$ cat src/rtl/alu_ctrl_seq_if.sv
// Opcode handshake and datapath-control bundle for alu_ctrl_seq.
// The requester drives the master side; the sequencer implements the slave side.
interface alu_ctrl_seq_if #(
  parameter int unsigned OP_W    = 3,
  parameter int unsigned SHAMT_W = 4
);
  logic               IN_VALID;
  logic               IN_READY;
  logic [OP_W-1:0]    OP;
  logic [SHAMT_W-1:0] SHAMT;
  logic               CISEL;
  logic               BISEL;
  logic               SHIFT_LA;
  logic               SHIFT_LR;
  logic               LOGICAL_OP;
  logic [1:0]         OSEL;
  logic               STEP;
  logic               LAST;
  logic               BUSY;
  logic               ILLEGAL;

  modport master (
    output IN_VALID, OP, SHAMT,
    input  IN_READY, CISEL, BISEL, SHIFT_LA, SHIFT_LR, LOGICAL_OP, OSEL,
           STEP, LAST, BUSY, ILLEGAL
  );

  modport slave (
    input  IN_VALID, OP, SHAMT,
    output IN_READY, CISEL, BISEL, SHIFT_LA, SHIFT_LR, LOGICAL_OP, OSEL,
           STEP, LAST, BUSY, ILLEGAL
  );
endinterface

$ cat src/rtl/alu_ctrl_seq.sv
// ALU control sequencer: turns accepted opcodes into per-cycle control words; shifts run one bit per STEP.
// Optional macro ALU_CTRL_ILLEGAL_TRAP_EN: illegal opcodes raise sticky ILLEGAL instead of executing as op0.
module alu_ctrl_seq #(
  parameter int unsigned OP_W    = 3,
  parameter int unsigned SHAMT_W = 4
) (
  input logic           CLK,
  input logic           RESET_N,
  alu_ctrl_seq_if.slave bus
);

  typedef enum logic [1:0] {
    IDLE,
    EXEC,
    SHIFT
  } state_t;

  typedef struct packed {
    logic       cisel;
    logic       bisel;
    logic       shift_la;
    logic       shift_lr;
    logic       logical_op;
    logic [1:0] osel;
  } ctrl_t;

  localparam ctrl_t CTRL_IDLE = '{
    cisel:      1'b0,
    bisel:      1'b0,
    shift_la:   1'b0,
    shift_lr:   1'b1,
    logical_op: 1'b0,
    osel:       2'd0
  };

`ifdef ALU_CTRL_ILLEGAL_TRAP_EN
  localparam bit TRAP_EN = 1'b1;
`else
  localparam bit TRAP_EN = 1'b0;
`endif

  state_t             state;
  logic [SHAMT_W-1:0] cnt;
  ctrl_t              ctrl_q;
  logic               step_q;
  logic               last_q;
  logic               busy_q;
  logic               illegal_q;

  ctrl_t              dec_ctrl;
  logic               dec_shift;
  logic               dec_illegal;
  logic               ready;
  logic               accept;

  assign ready  = (state == IDLE) || last_q;
  assign accept = bus.IN_VALID && ready;

  // Decode of the offered opcode; only captured into registers on acceptance.
  always_comb begin
    dec_ctrl    = CTRL_IDLE;
    dec_shift   = 1'b0;
    dec_illegal = 1'b0;
    case (bus.OP)
      OP_W'(0): dec_ctrl = CTRL_IDLE;
      OP_W'(1): begin
        dec_ctrl.cisel = 1'b1;
        dec_ctrl.bisel = 1'b1;
      end
      OP_W'(2): begin
        dec_ctrl.osel     = 2'd1;
        dec_ctrl.shift_la = 1'b1;
        dec_shift         = 1'b1;
      end
      OP_W'(3): begin
        dec_ctrl.osel = 2'd1;
        dec_shift     = 1'b1;
      end
      OP_W'(4): begin
        dec_ctrl.osel     = 2'd1;
        dec_ctrl.shift_lr = 1'b0;
        dec_shift         = 1'b1;
      end
      OP_W'(5): begin
        dec_ctrl.osel       = 2'd2;
        dec_ctrl.logical_op = 1'b1;
      end
      OP_W'(6): dec_ctrl.osel = 2'd2;
      default:  dec_illegal = 1'b1;
    endcase
    // A zero-length shift collapses to a single pass-through step.
    if (dec_shift && (bus.SHAMT == '0)) begin
      dec_ctrl      = CTRL_IDLE;
      dec_ctrl.osel = 2'd3;
    end
  end

  always_ff @(posedge CLK) begin
    if (!RESET_N) begin
      state     <= IDLE;
      cnt       <= '0;
      ctrl_q    <= CTRL_IDLE;
      step_q    <= 1'b0;
      last_q    <= 1'b0;
      busy_q    <= 1'b0;
      illegal_q <= 1'b0;
    end else if (accept && TRAP_EN && dec_illegal) begin
      state     <= IDLE;
      cnt       <= '0;
      ctrl_q    <= CTRL_IDLE;
      step_q    <= 1'b0;
      last_q    <= 1'b0;
      busy_q    <= 1'b0;
      illegal_q <= 1'b1;
    end else if (accept && dec_shift && (bus.SHAMT != '0)) begin
      state  <= SHIFT;
      cnt    <= bus.SHAMT - SHAMT_W'(1);
      ctrl_q <= dec_ctrl;
      step_q <= 1'b1;
      last_q <= (bus.SHAMT == SHAMT_W'(1));
      busy_q <= 1'b1;
    end else if (accept) begin
      state  <= EXEC;
      cnt    <= '0;
      ctrl_q <= dec_ctrl;
      step_q <= 1'b1;
      last_q <= 1'b1;
      busy_q <= 1'b1;
    end else if ((state == SHIFT) && (cnt != '0)) begin
      // Remaining shift bits reuse the control word captured at acceptance.
      cnt    <= cnt - SHAMT_W'(1);
      step_q <= 1'b1;
      last_q <= (cnt == SHAMT_W'(1));
      busy_q <= 1'b1;
    end else begin
      state  <= IDLE;
      cnt    <= '0;
      ctrl_q <= CTRL_IDLE;
      step_q <= 1'b0;
      last_q <= 1'b0;
      busy_q <= 1'b0;
    end
  end

  assign bus.IN_READY   = ready;
  assign bus.CISEL      = ctrl_q.cisel;
  assign bus.BISEL      = ctrl_q.bisel;
  assign bus.SHIFT_LA   = ctrl_q.shift_la;
  assign bus.SHIFT_LR   = ctrl_q.shift_lr;
  assign bus.LOGICAL_OP = ctrl_q.logical_op;
  assign bus.OSEL       = ctrl_q.osel;
  assign bus.STEP       = step_q;
  assign bus.LAST       = last_q;
  assign bus.BUSY       = busy_q;
`ifdef ALU_CTRL_ILLEGAL_TRAP_EN
  assign bus.ILLEGAL    = illegal_q;
`else
  assign bus.ILLEGAL    = 1'b0;
`endif

endmodule

$ cat src/flat_wrapper.sv
// flat-port wrapper written by rule: the top's interface ports become plain ports
module alu_ctrl_seq_flat 
#(
  parameter int unsigned OP_W    = 3,
  parameter int unsigned SHAMT_W = 4
)
  (CLK, RESET_N, bus_IN_VALID, bus_OP, bus_SHAMT, bus_IN_READY, bus_CISEL, bus_BISEL, bus_SHIFT_LA, bus_SHIFT_LR, bus_LOGICAL_OP, bus_OSEL, bus_STEP, bus_LAST, bus_BUSY, bus_ILLEGAL);
  alu_ctrl_seq_if #(.OP_W(OP_W), .SHAMT_W(SHAMT_W)) bus_i ();
  input logic CLK;
  input logic RESET_N;
  input wire logic [$bits(bus_i.IN_VALID)-1:0] bus_IN_VALID;
  input wire logic [$bits(bus_i.OP)-1:0] bus_OP;
  input wire logic [$bits(bus_i.SHAMT)-1:0] bus_SHAMT;
  output wire logic [$bits(bus_i.IN_READY)-1:0] bus_IN_READY;
  output wire logic [$bits(bus_i.CISEL)-1:0] bus_CISEL;
  output wire logic [$bits(bus_i.BISEL)-1:0] bus_BISEL;
  output wire logic [$bits(bus_i.SHIFT_LA)-1:0] bus_SHIFT_LA;
  output wire logic [$bits(bus_i.SHIFT_LR)-1:0] bus_SHIFT_LR;
  output wire logic [$bits(bus_i.LOGICAL_OP)-1:0] bus_LOGICAL_OP;
  output wire logic [$bits(bus_i.OSEL)-1:0] bus_OSEL;
  output wire logic [$bits(bus_i.STEP)-1:0] bus_STEP;
  output wire logic [$bits(bus_i.LAST)-1:0] bus_LAST;
  output wire logic [$bits(bus_i.BUSY)-1:0] bus_BUSY;
  output wire logic [$bits(bus_i.ILLEGAL)-1:0] bus_ILLEGAL;
  assign bus_i.IN_VALID = bus_IN_VALID;
  assign bus_i.OP = bus_OP;
  assign bus_i.SHAMT = bus_SHAMT;
  assign bus_IN_READY = bus_i.IN_READY;
  assign bus_CISEL = bus_i.CISEL;
  assign bus_BISEL = bus_i.BISEL;
  assign bus_SHIFT_LA = bus_i.SHIFT_LA;
  assign bus_SHIFT_LR = bus_i.SHIFT_LR;
  assign bus_LOGICAL_OP = bus_i.LOGICAL_OP;
  assign bus_OSEL = bus_i.OSEL;
  assign bus_STEP = bus_i.STEP;
  assign bus_LAST = bus_i.LAST;
  assign bus_BUSY = bus_i.BUSY;
  assign bus_ILLEGAL = bus_i.ILLEGAL;
  alu_ctrl_seq #(.OP_W(OP_W), .SHAMT_W(SHAMT_W)) u_core (.CLK(CLK), .RESET_N(RESET_N), .bus(bus_i));
endmodule
$ cat config.mk
export PLATFORM = sky130hd
export DESIGN_NAME = alu_ctrl_seq_flat
export DESIGN_NICKNAME = d
export VERILOG_FILES = /design/src/rtl/alu_ctrl_seq_if.sv /design/src/rtl/alu_ctrl_seq.sv /design/src/flat_wrapper.sv
export SDC_FILE = /design/constraint.sdc
export NUM_CORES = 1
export LEC_CHECK = 0
export CAP_MARGIN = 5
export CELL_PAD_IN_SITES_DETAIL_PLACEMENT = 0
export CELL_PAD_IN_SITES_GLOBAL_PLACEMENT = 2
export CORE_ASPECT_RATIO = 1.4
export CORE_UTILIZATION = 29
export CTS_BUF_LIST = sky130_fd_sc_hd__clkbuf_16
export CTS_CLUSTER_SIZE = 30
export DETAILED_ROUTE_END_ITERATION = 10
export GPL_ROUTABILITY_DRIVEN = 0
export PLACE_DENSITY = 0.83
export SLEW_MARGIN = 40
export SYNTH_ARGS = -nofsm -noshare
export SYNTH_HDL_FRONTEND = slang
export SYNTH_SLANG_ARGS = --single-unit
$ cat constraint.sdc
create_clock -name CLK -period 2.52 [get_ports CLK]
set_input_delay 0.378 -clock CLK [delete_from_list [all_inputs] [get_ports CLK]]
set_output_delay 0.378 -clock CLK [all_outputs]
set_load 0.01 [all_outputs]
# Yosys cells after proc, flatten, opt, wreduce, memory -nomap -nowiden
# Cells that the tools add are included.
# word_totals
regBits,15
inputBits,10
# op_classes
add_sub_neg,2
n_eq_ne,11
mux,22
bitwise,1
reduce_logical,13
# ops
cell,count
$mux 7,4
$mux 4,3
$mux 1,10
$eq 3x3->1 const B,3
$eq 4x1->1 const B,2
$mux 2,4
$reduce_bool 4->1,2
$sub 4x1->4 const B,2
$eq 3x2->1 const B,2
$logic_and 1x1->1,5
$logic_not 4->1,1
$pmux 2 s2,1
$reduce_or 2->1,2
$eq 3x1->1 const B,1
$ne 3x1->1 const B,1
$reduce_or 3->1,1
$eq 2x2->1 const B,1
$logic_not 2->1,1
$ne 2x1->1 const B,1
$logic_or 1x1->1,1
$not 1->1,1

# Logic depth before layout (Yosys ltp)
# Gate-level depths: netlist (run 1).
# logic_depth
ltp_word,7
mapped_depth,6
mapped_depth_nobuf,6

# Worst setup path before layout (run 1)
# Ideal clock, no wire load.
# synth_path
path_kind,input to register
startpoint,in bus_SHAMT[0]
endpoint,"reg u_core.ctrl_q, in the netlist u_core.bus.SHIFT_LR"
setup_time_ps,122
arrival_ps,1364
t_required_ps,2398
setup_slack_ps,1034
path_stages,5
n_path_buf,0
path_cell_list,inv_1 > ha_1 > nor3b_1 > or2_2 > o32a_1
# synth_between
elab_chain_len,5
word_cells_on_any_way,8
# synth_rtl
element,line,rtl
start: declaration,flat_wrapper.sv:13,input wire logic [$bits(bus_i.SHAMT)-1:0] bus_SHAMT;
$logic_not 4->1,alu_ctrl_seq.sv:92,if (dec_shift && (bus.SHAMT == '0)) begin
$logic_and 1x1->1,alu_ctrl_seq.sv:92,
$mux 7,alu_ctrl_seq.sv:92,
$mux 7,alu_ctrl_seq.sv:122,end else if (accept) begin
$mux 7,alu_ctrl_seq.sv:115,end else if (accept && dec_shift && (bus.SHAMT != '0)) begin
end signal: assignment,alu_ctrl_seq.sv:118,ctrl_q <= dec_ctrl;
end signal: assignment,alu_ctrl_seq.sv:125,ctrl_q <= dec_ctrl;
end: declaration,alu_ctrl_seq.sv:44,ctrl_t ctrl_q;
# Parallel ways exist; a longest one is shown, timed or not.
# A chain may end at the register's enable or synchronous reset.

# Worst setup path in the final report (run 1)
# Same ends and word-level chain as after synthesis.

==> impl_metrics.env, run 1 <==
export IMPL_ff2ff_path_depth=5
export IMPL_largest_register="u_core.cnt"
export IMPL_antenna_violating_nets_post_route=0
export IMPL_dpl_instance_area_sq_um=969.7
export IMPL_remaining_drc_errors=0
export IMPL_cts_repair_resize_count=0
export IMPL_synthesis_nets=95
export IMPL_dr_first_iter_drc_count=8
export IMPL_hold_ws_ns=0.4607
export IMPL_cp_slowest_stage_delay_ns=0.54
export IMPL_grt_start_max_net_pins=13
export IMPL_via_count=623
export IMPL_place_ws_ns=0.3900
export IMPL_tritoncts_num_buffers=3
export IMPL_holdPathStages=2
export IMPL_synth_cell_area_sq_um=758.2
export IMPL_pwr_density_cell_mw_per_mm2=598.7
export IMPL_layout_commonest_cell="sky130_fd_sc_hd__clkdlybuf4s50_1"
export IMPL_clock_tree_buffer_depth=2
export IMPL_worst_endpoint_required_ns=2.65
export IMPL_antenna_diode_count=0
export IMPL_slowest_stage="sky130_fd_sc_hd__clkdlybuf4s50_1"
export IMPL_die_area_sq_mm=0.002826
export IMPL_ys_seq_elements=14
export IMPL_timing_critical_path_arrival_ns=2.00
export IMPL_layout_area_overhead_vs_synth_pct=38.28
export IMPL_drtPass1Iterations=3
export IMPL_vias_per_inst=4.649
export IMPL_layout_setup_ws_ns=0.6446
export IMPL_holdBufCountCts=0
export IMPL_initial_core_util_pct=31.03
export IMPL_overall_routing_resource_usage_pct=13.10
export IMPL_clock_fmax_ghz=0.5332
export IMPL_final_period_minus_worst_setup_slack_ns=1.875
export IMPL_grt_pass1_wl_microns=2684
export IMPL_clock_insertion_delay_at_the_later_pin_of_the_skew_report_ns=0.24
export IMPL_post_dp_hpwl_microns=1185
export IMPL_worst_pin_slew_ns=0.5258
export IMPL_max_slew_margin_rel_pct=64.86
export IMPL_tritoncts="done"
export IMPL_antenna_violations_before_repair=0
export IMPL_io_pins=22
export IMPL_grt_overflow_total=0
export IMPL_synth_lib_cells_used_distinct=28
export IMPL_most_common_layout_cells="sky130_fd_sc_hd__clkdlybuf4s50_1 (20), sky130_fd_sc_hd__dfxtp_1 (14), sky130_fd_sc_hd__inv_1 (10)"
export IMPL_detail_route_wl_per_cell_microns=11.84
export IMPL_leakagePower_uw=0.0003886
export IMPL_run_status="finished, final reports clean"
export IMPL_rsz0062_at_grt="no"
export IMPL_chipHeight_microns=62.50
export IMPL_drive_gt1_share_pct=14.00
export IMPL_grt_pass1_vias=584
export IMPL_postCtsSetupRepairBufs=0
export IMPL_final_cell_area_sq_mm=0.001049
export IMPL_power_ir_vdd_worst_uv=334.8
export IMPL_finClkSkew_ns=0.001699
export IMPL_timing_setup_critical_path_class="input port to flop"
export IMPL_type_of_the_tightest_min_delay_check="flop to flop"
export IMPL_htreeDepth=1
export IMPL_finalMaxSlewViolations=0
export IMPL_ys_warn_count=0
export IMPL_cap_violations=0
export IMPL_synth_yosys_seq_area_share_pct=36.96
export IMPL_clkSinkCount=14
export IMPL_wl_microns=1586
export IMPL_clk_pin_slew_worst_paths_ns=0.05
export IMPL_setup_tns_final_ns=0
export IMPL_synthesis_area_per_instance_sq_um=9.478
export IMPL_layout_worst_path_cycle_share_pct=74.42
export IMPL_crit_path_cell_trace="clkdlybuf4s50_1 > inv_1 > ha_1 > nor3b_1 > or2_2 > o32a_1"
export IMPL_finalNetCount=116
export IMPL_max_reg_flops=4
export IMPL_netlist_instances=80
export IMPL_dieWidth_microns=45.22
export IMPL_start_kind="input port"
export IMPL_critical_path_max_fanout=4
export IMPL_fp_coreArea_sq_mm=0.002444
export IMPL_cts_root_buffer_cell="sky130_fd_sc_hd__clkbuf_16"
export IMPL_timing_final_setup_violations=0
export IMPL_place_port_buffers=20
export IMPL_num_rows=21
export IMPL_final_hold_violation_count=0
export IMPL_worstSetupEndpointType="flop"
==> worst max-delay path: cells and delay by family <==
| kind | cells | cell delay, ns |
|---|---|---|
| AO/OA/AOI/OAI | 1 | 0.32 |
| adder cells (fa/ha/maj) | 1 | 0.24 |
| buffers and inverters | 2 | 0.61 |
| AND/OR/NAND/NOR | 2 | 0.46 |
==> per-stage QoR <==
step / total power (uW) / util [%] / cells
3_3_place_gp: 330.6 / 39.68 / 130
3_5_place_dp: 330.6 / 39.68 / 130
2_1_floorplan: 289.1 / - / 80
6_report: 627.7 / 42.91 / 134
5_1_grt: 657.3 / 42.91 / 134
4_1_cts: 634.7 / 42.91 / 134
==> path summary, 6_finish.rpt <==
path                                    from                               end  slack, ns
min reg2reg  u_core.bus.OSEL[1]$_SDFFE_PN0P_   u_core.bus.OSEL[1]$_SDFFE_PN0P_       0.46
max reg2reg         u_core.cnt[0]$_SDFF_PN0_  u_core.bus.SHIFT_LR$_SDFFE_PN1P_       1.00
min          u_core.bus.OSEL[1]$_SDFFE_PN0P_   u_core.bus.OSEL[1]$_SDFFE_PN0P_       0.46
max                             bus_SHAMT[0]  u_core.bus.SHIFT_LR$_SDFFE_PN1P_       0.64
==> cells in the mapped netlist <==
| cell type | number | share of area, % |
|---|---|---|
| sky130_fd_sc_hd__a2bb2oi_2 | 1 | 2.0 |
| sky130_fd_sc_hd__nor3_1 | 2 | 1.3 |
| sky130_fd_sc_hd__o32ai_2 | 4 | 8.6 |
| sky130_fd_sc_hd__conb_1 | 1 | 0.49 |
| sky130_fd_sc_hd__o21ai_0 | 3 | 2.0 |
| sky130_fd_sc_hd__nor3b_1 | 1 | 0.99 |
| sky130_fd_sc_hd__nand2b_4 | 1 | 1.8 |
| sky130_fd_sc_hd__o32ai_1 | 3 | 3.5 |
| sky130_fd_sc_hd__nor3b_2 | 1 | 1.6 |
| sky130_fd_sc_hd__o21bai_1 | 1 | 0.99 |
| sky130_fd_sc_hd__buf_2 | 1 | 0.66 |
| sky130_fd_sc_hd__o22ai_1 | 3 | 2.5 |
| sky130_fd_sc_hd__nand2_1 | 7 | 3.5 |
| sky130_fd_sc_hd__ha_1 | 5 | 8.3 |
| sky130_fd_sc_hd__dfxtp_1 | 14 | 37 |
| sky130_fd_sc_hd__buf_6 | 1 | 1.5 |
| sky130_fd_sc_hd__a21boi_0 | 1 | 0.99 |
| sky130_fd_sc_hd__and2b_2 | 1 | 1.2 |
| sky130_fd_sc_hd__a211o_1 | 1 | 1.2 |
| sky130_fd_sc_hd__xnor2_1 | 4 | 4.6 |
| sky130_fd_sc_hd__nor2_1 | 4 | 2.0 |
| sky130_fd_sc_hd__or2_2 | 1 | 0.83 |
| sky130_fd_sc_hd__nand2_2 | 1 | 0.83 |
| sky130_fd_sc_hd__a21oi_1 | 1 | 0.66 |
| sky130_fd_sc_hd__o32a_1 | 1 | 1.3 |
| sky130_fd_sc_hd__buf_4 | 3 | 3.0 |
| sky130_fd_sc_hd__inv_1 | 10 | 5.0 |
| sky130_fd_sc_hd__nand3_1 | 3 | 2.0 |
==> final cells by class <==
cell class              count  area [sq um]
clock buffers               3         75.07
flip-flops and latches     14         280.3
clock inverters             1         3.754
well taps                  34         42.54
multi-input cells          51         401.6
inverters                  10         37.54
fillers                   259          1395
repair buffers             21         207.7
==> kinds of logic after synthesis <==
group	count (synthesis)	synth area share [%]
AO/OA/AOI/OAI	19	23.60
flip-flops	14	36.96
XOR/XNOR	4	4.620
adder cells (fa/ha/maj)	5	8.251
AND/OR/NAND/NOR	22	16.01
buffers and inverters	15	10.07
other	1	0.4946
==> power breakdown <==
part	total, uW	internal [uW]	switching, uW
Combinational	90.9	46.5	44.4
Clock	303	210	92.6
Sequential	234	230	4.30
Total	628	486	141
==> routing by layer <==
metal	GRT usage (%)	up-vias	share of wire, %
met3	2.601	5	4.4
met2	20.65	19	49
met5	0	-	0
met1	16.67	287	44
li1	-	312	-
met4	5.682	0	2.0
Note: power is estimated with default switching activity, not from simulation.
==> run 2: changes to the inputs <==
CORE_UTILIZATION = 27   (was 29)
PLACE_DENSITY = 0.79   (was 0.83)
clock period = 1.8 ns   (was 2.52 ns; I/O delays follow)
==> impl_metrics.env, run 2 (synthesis results as in run 1) <==
export IMPL_layout_area_overhead_vs_synth_pct=44.55
export IMPL_grt_overflow_total=0
export IMPL_chipHeight_microns=64.70
export IMPL_layout_setup_ws_ns=0.1555
export IMPL_place_port_buffers=20
export IMPL_antenna_violations_before_repair=0
export IMPL_setup_tns_final_ns=0
export IMPL_initial_core_util_pct=28.69
export IMPL_start_kind="input port"
export IMPL_tritoncts="done"
export IMPL_worstReg2RegEnd="u_core.bus.SHIFT_LR$_SDFFE_PN1P_"
export IMPL_leakagePower_uw=0.0004178
export IMPL_final_period_minus_worst_setup_slack_ns=1.645
export IMPL_largest_register="u_core.cnt"
export IMPL_antenna_violating_nets_post_route=0
export IMPL_layout_commonest_cell="sky130_fd_sc_hd__clkdlybuf4s50_1"
export IMPL_tritoncts_num_buffers=3
export IMPL_wl_microns=1692
export IMPL_design_power_total_uw=891.4
export IMPL_clock_fmax_ghz=0.6081
export IMPL_timing_critical_path_to="u_core.bus.SHIFT_LR$_SDFFE_PN1P_"
export IMPL_antenna_diode_count=0
export IMPL_timing_final_setup_violations=0
export IMPL_worst_path_depth=6
export IMPL_dr_first_iter_drc_count=10
export IMPL_htreeDepth=1
export IMPL_cts_root_buffer_cell="sky130_fd_sc_hd__clkbuf_16"
export IMPL_clock_tree_buffer_depth=2
export IMPL_finalMaxSlewViolations=0
export IMPL_most_common_layout_cells="sky130_fd_sc_hd__clkdlybuf4s50_1 (20), sky130_fd_sc_hd__dfxtp_1 (14), sky130_fd_sc_hd__inv_1 (10)"
export IMPL_postCtsSetupRepairBufs=0
export IMPL_remaining_drc_errors=0
export IMPL_max_reg_flops=4
export IMPL_timing_critical_path_arrival_ns=1.78
export IMPL_post_dp_hpwl_microns=1331
export IMPL_place_ws_ns=-0.09494
export IMPL_vias_per_inst=4.556
export IMPL_rsz0062_at_grt="no"
export IMPL_pwr_density_cell_mw_per_mm2=813.3
export IMPL_grt_pass1_vias=635
export IMPL_drtPass1Iterations=3
export IMPL_overall_routing_resource_usage_pct=12.92
export IMPL_num_rows=22
export IMPL_drive_gt1_share_pct=18.87
export IMPL_slowest_stage="sky130_fd_sc_hd__clkdlybuf4s50_1"
export IMPL_filler_cell_count=287
export IMPL_type_of_the_tightest_min_delay_check="flop to flop"
export IMPL_dieWidth_microns=46.79
export IMPL_holdBufCountCts=0
export IMPL_clock_insertion_delay_at_the_later_pin_of_the_skew_report_ns=0.24
export IMPL_io_pins=22
export IMPL_cp_startpoint="bus_SHAMT[1]"
export IMPL_worstReg2RegStart="u_core.cnt[0]$_SDFF_PN0_"
export IMPL_cp_top_family="buffers and inverters"
export IMPL_cp_slowest_stage_delay_ns=0.48
export IMPL_via_count=647
export IMPL_cap_violations=0
export IMPL_crit_path_cell_trace="clkdlybuf4s50_1 > inv_1 > ha_1 > nor3b_1 > or2_2 > o32a_1"
export IMPL_detail_route_wl_per_cell_microns=11.92
export IMPL_ff2ff_path_depth=5
export IMPL_grt_pass1_wl_microns=2753
export IMPL_power_ir_vdd_worst_uv=593.5
export IMPL_finClkSkew_ns=0.003102
export IMPL_clkSinkCount=14
export IMPL_ff2ff_setup_slack_ns=0.28
export IMPL_timing_setup_critical_path_class="input port to flop"
export IMPL_worst_endpoint_required_ns=1.93
export IMPL_critical_path_max_fanout=3
export IMPL_clk_pin_slew_worst_paths_ns=0.05
export IMPL_fp_coreArea_sq_mm=0.002643
export IMPL_cp_num_buf_inv=2
export IMPL_grt_start_max_net_pins=13
export IMPL_run_status="finished, final reports clean"
export IMPL_finalNetCount=122
export IMPL_cts_repair_resize_count=0
export IMPL_final_hold_violation_count=0
export IMPL_worstSetupEndpointType="flop"
export IMPL_die_area_sq_mm=0.003027
export IMPL_layout_worst_path_cycle_share_pct=91.36
## run 2: worst min path at each step
stage / from / end / slack [ns] / cells past startpoint
global placement: u_core.bus.OSEL[1]$_SDFFE_PN0P_ / u_core.bus.OSEL[1]$_SDFFE_PN0P_ / 0.45 / 2
detailed placement: u_core.bus.SHIFT_LA$_SDFFE_PN0P_ / u_core.bus.SHIFT_LA$_SDFFE_PN0P_ / 0.45 / 2
floorplan: bus_OP[2] / u_core.bus.BISEL$_SDFFE_PN0P_ / 0.39 / 1
CTS: u_core.bus.SHIFT_LA$_SDFFE_PN0P_ / u_core.bus.SHIFT_LA$_SDFFE_PN0P_ / 0.46 / 2
finish: u_core.bus.SHIFT_LA$_SDFFE_PN0P_ / u_core.bus.SHIFT_LA$_SDFFE_PN0P_ / 0.46 / 2
global route: u_core.bus.SHIFT_LA$_SDFFE_PN0P_ / u_core.bus.SHIFT_LA$_SDFFE_PN0P_ / 0.49 / 2
## run 2: layer usage
layer / up-vias / routed length (microns) / track usage [%]
met1: 296 / 729 / 13.90
li1: 330 / - / -
met4: 0 / 32 / 6.429
met2: 17 / 855 / 22.57
met5: - / 0 / 0
met3: 4 / 76 / 2.507
## run 2: tightest hold or removal path, cell delays in order (launching register included)
cell and delay, ns:
sky130_fd_sc_hd__dfxtp_1 0.31, sky130_fd_sc_hd__inv_1 0.05, sky130_fd_sc_hd__o32ai_1 0.05
## run 2: final cells by class
type / count / area (sq um) / area share [%]
Tap cell: 36 / 45.04 / 4.110
Sequential cell: 14 / 280.3 / 25.57
Inverter: 10 / 37.54 / 3.425
Timing Repair Buffer: 27 / 252.7 / 23.06
Clock inverter: 1 / 3.754 / 0.3425
Clock buffer: 3 / 75.07 / 6.849
Multi-Input combinational cell: 51 / 401.6 / 36.64
## run 2: through the flow
stage | instance area [sq um] | cells | hold WS (ns) | utilization (%)
2_1_floorplan | 758.2 | 80 | 0.3872 | -
3_3_place_gp | 1017 | 138 | 0.4545 | 38.49
3_5_place_dp | 1017 | 138 | 0.4494 | 38.49
4_1_cts | 1096 | 142 | 0.4611 | 41.48
5_1_grt | 1096 | 142 | 0.4871 | 41.48
6_report | 1096 | 142 | 0.4610 | 41.48
## run 2: power by group
group	switching, uW	leakage (uW)	internal [uW]
sequential	6.09	0.000114	322
clock	129	0.0000385	294
combinational	65.4	0.000265	74.7
total	201	0.000418	691
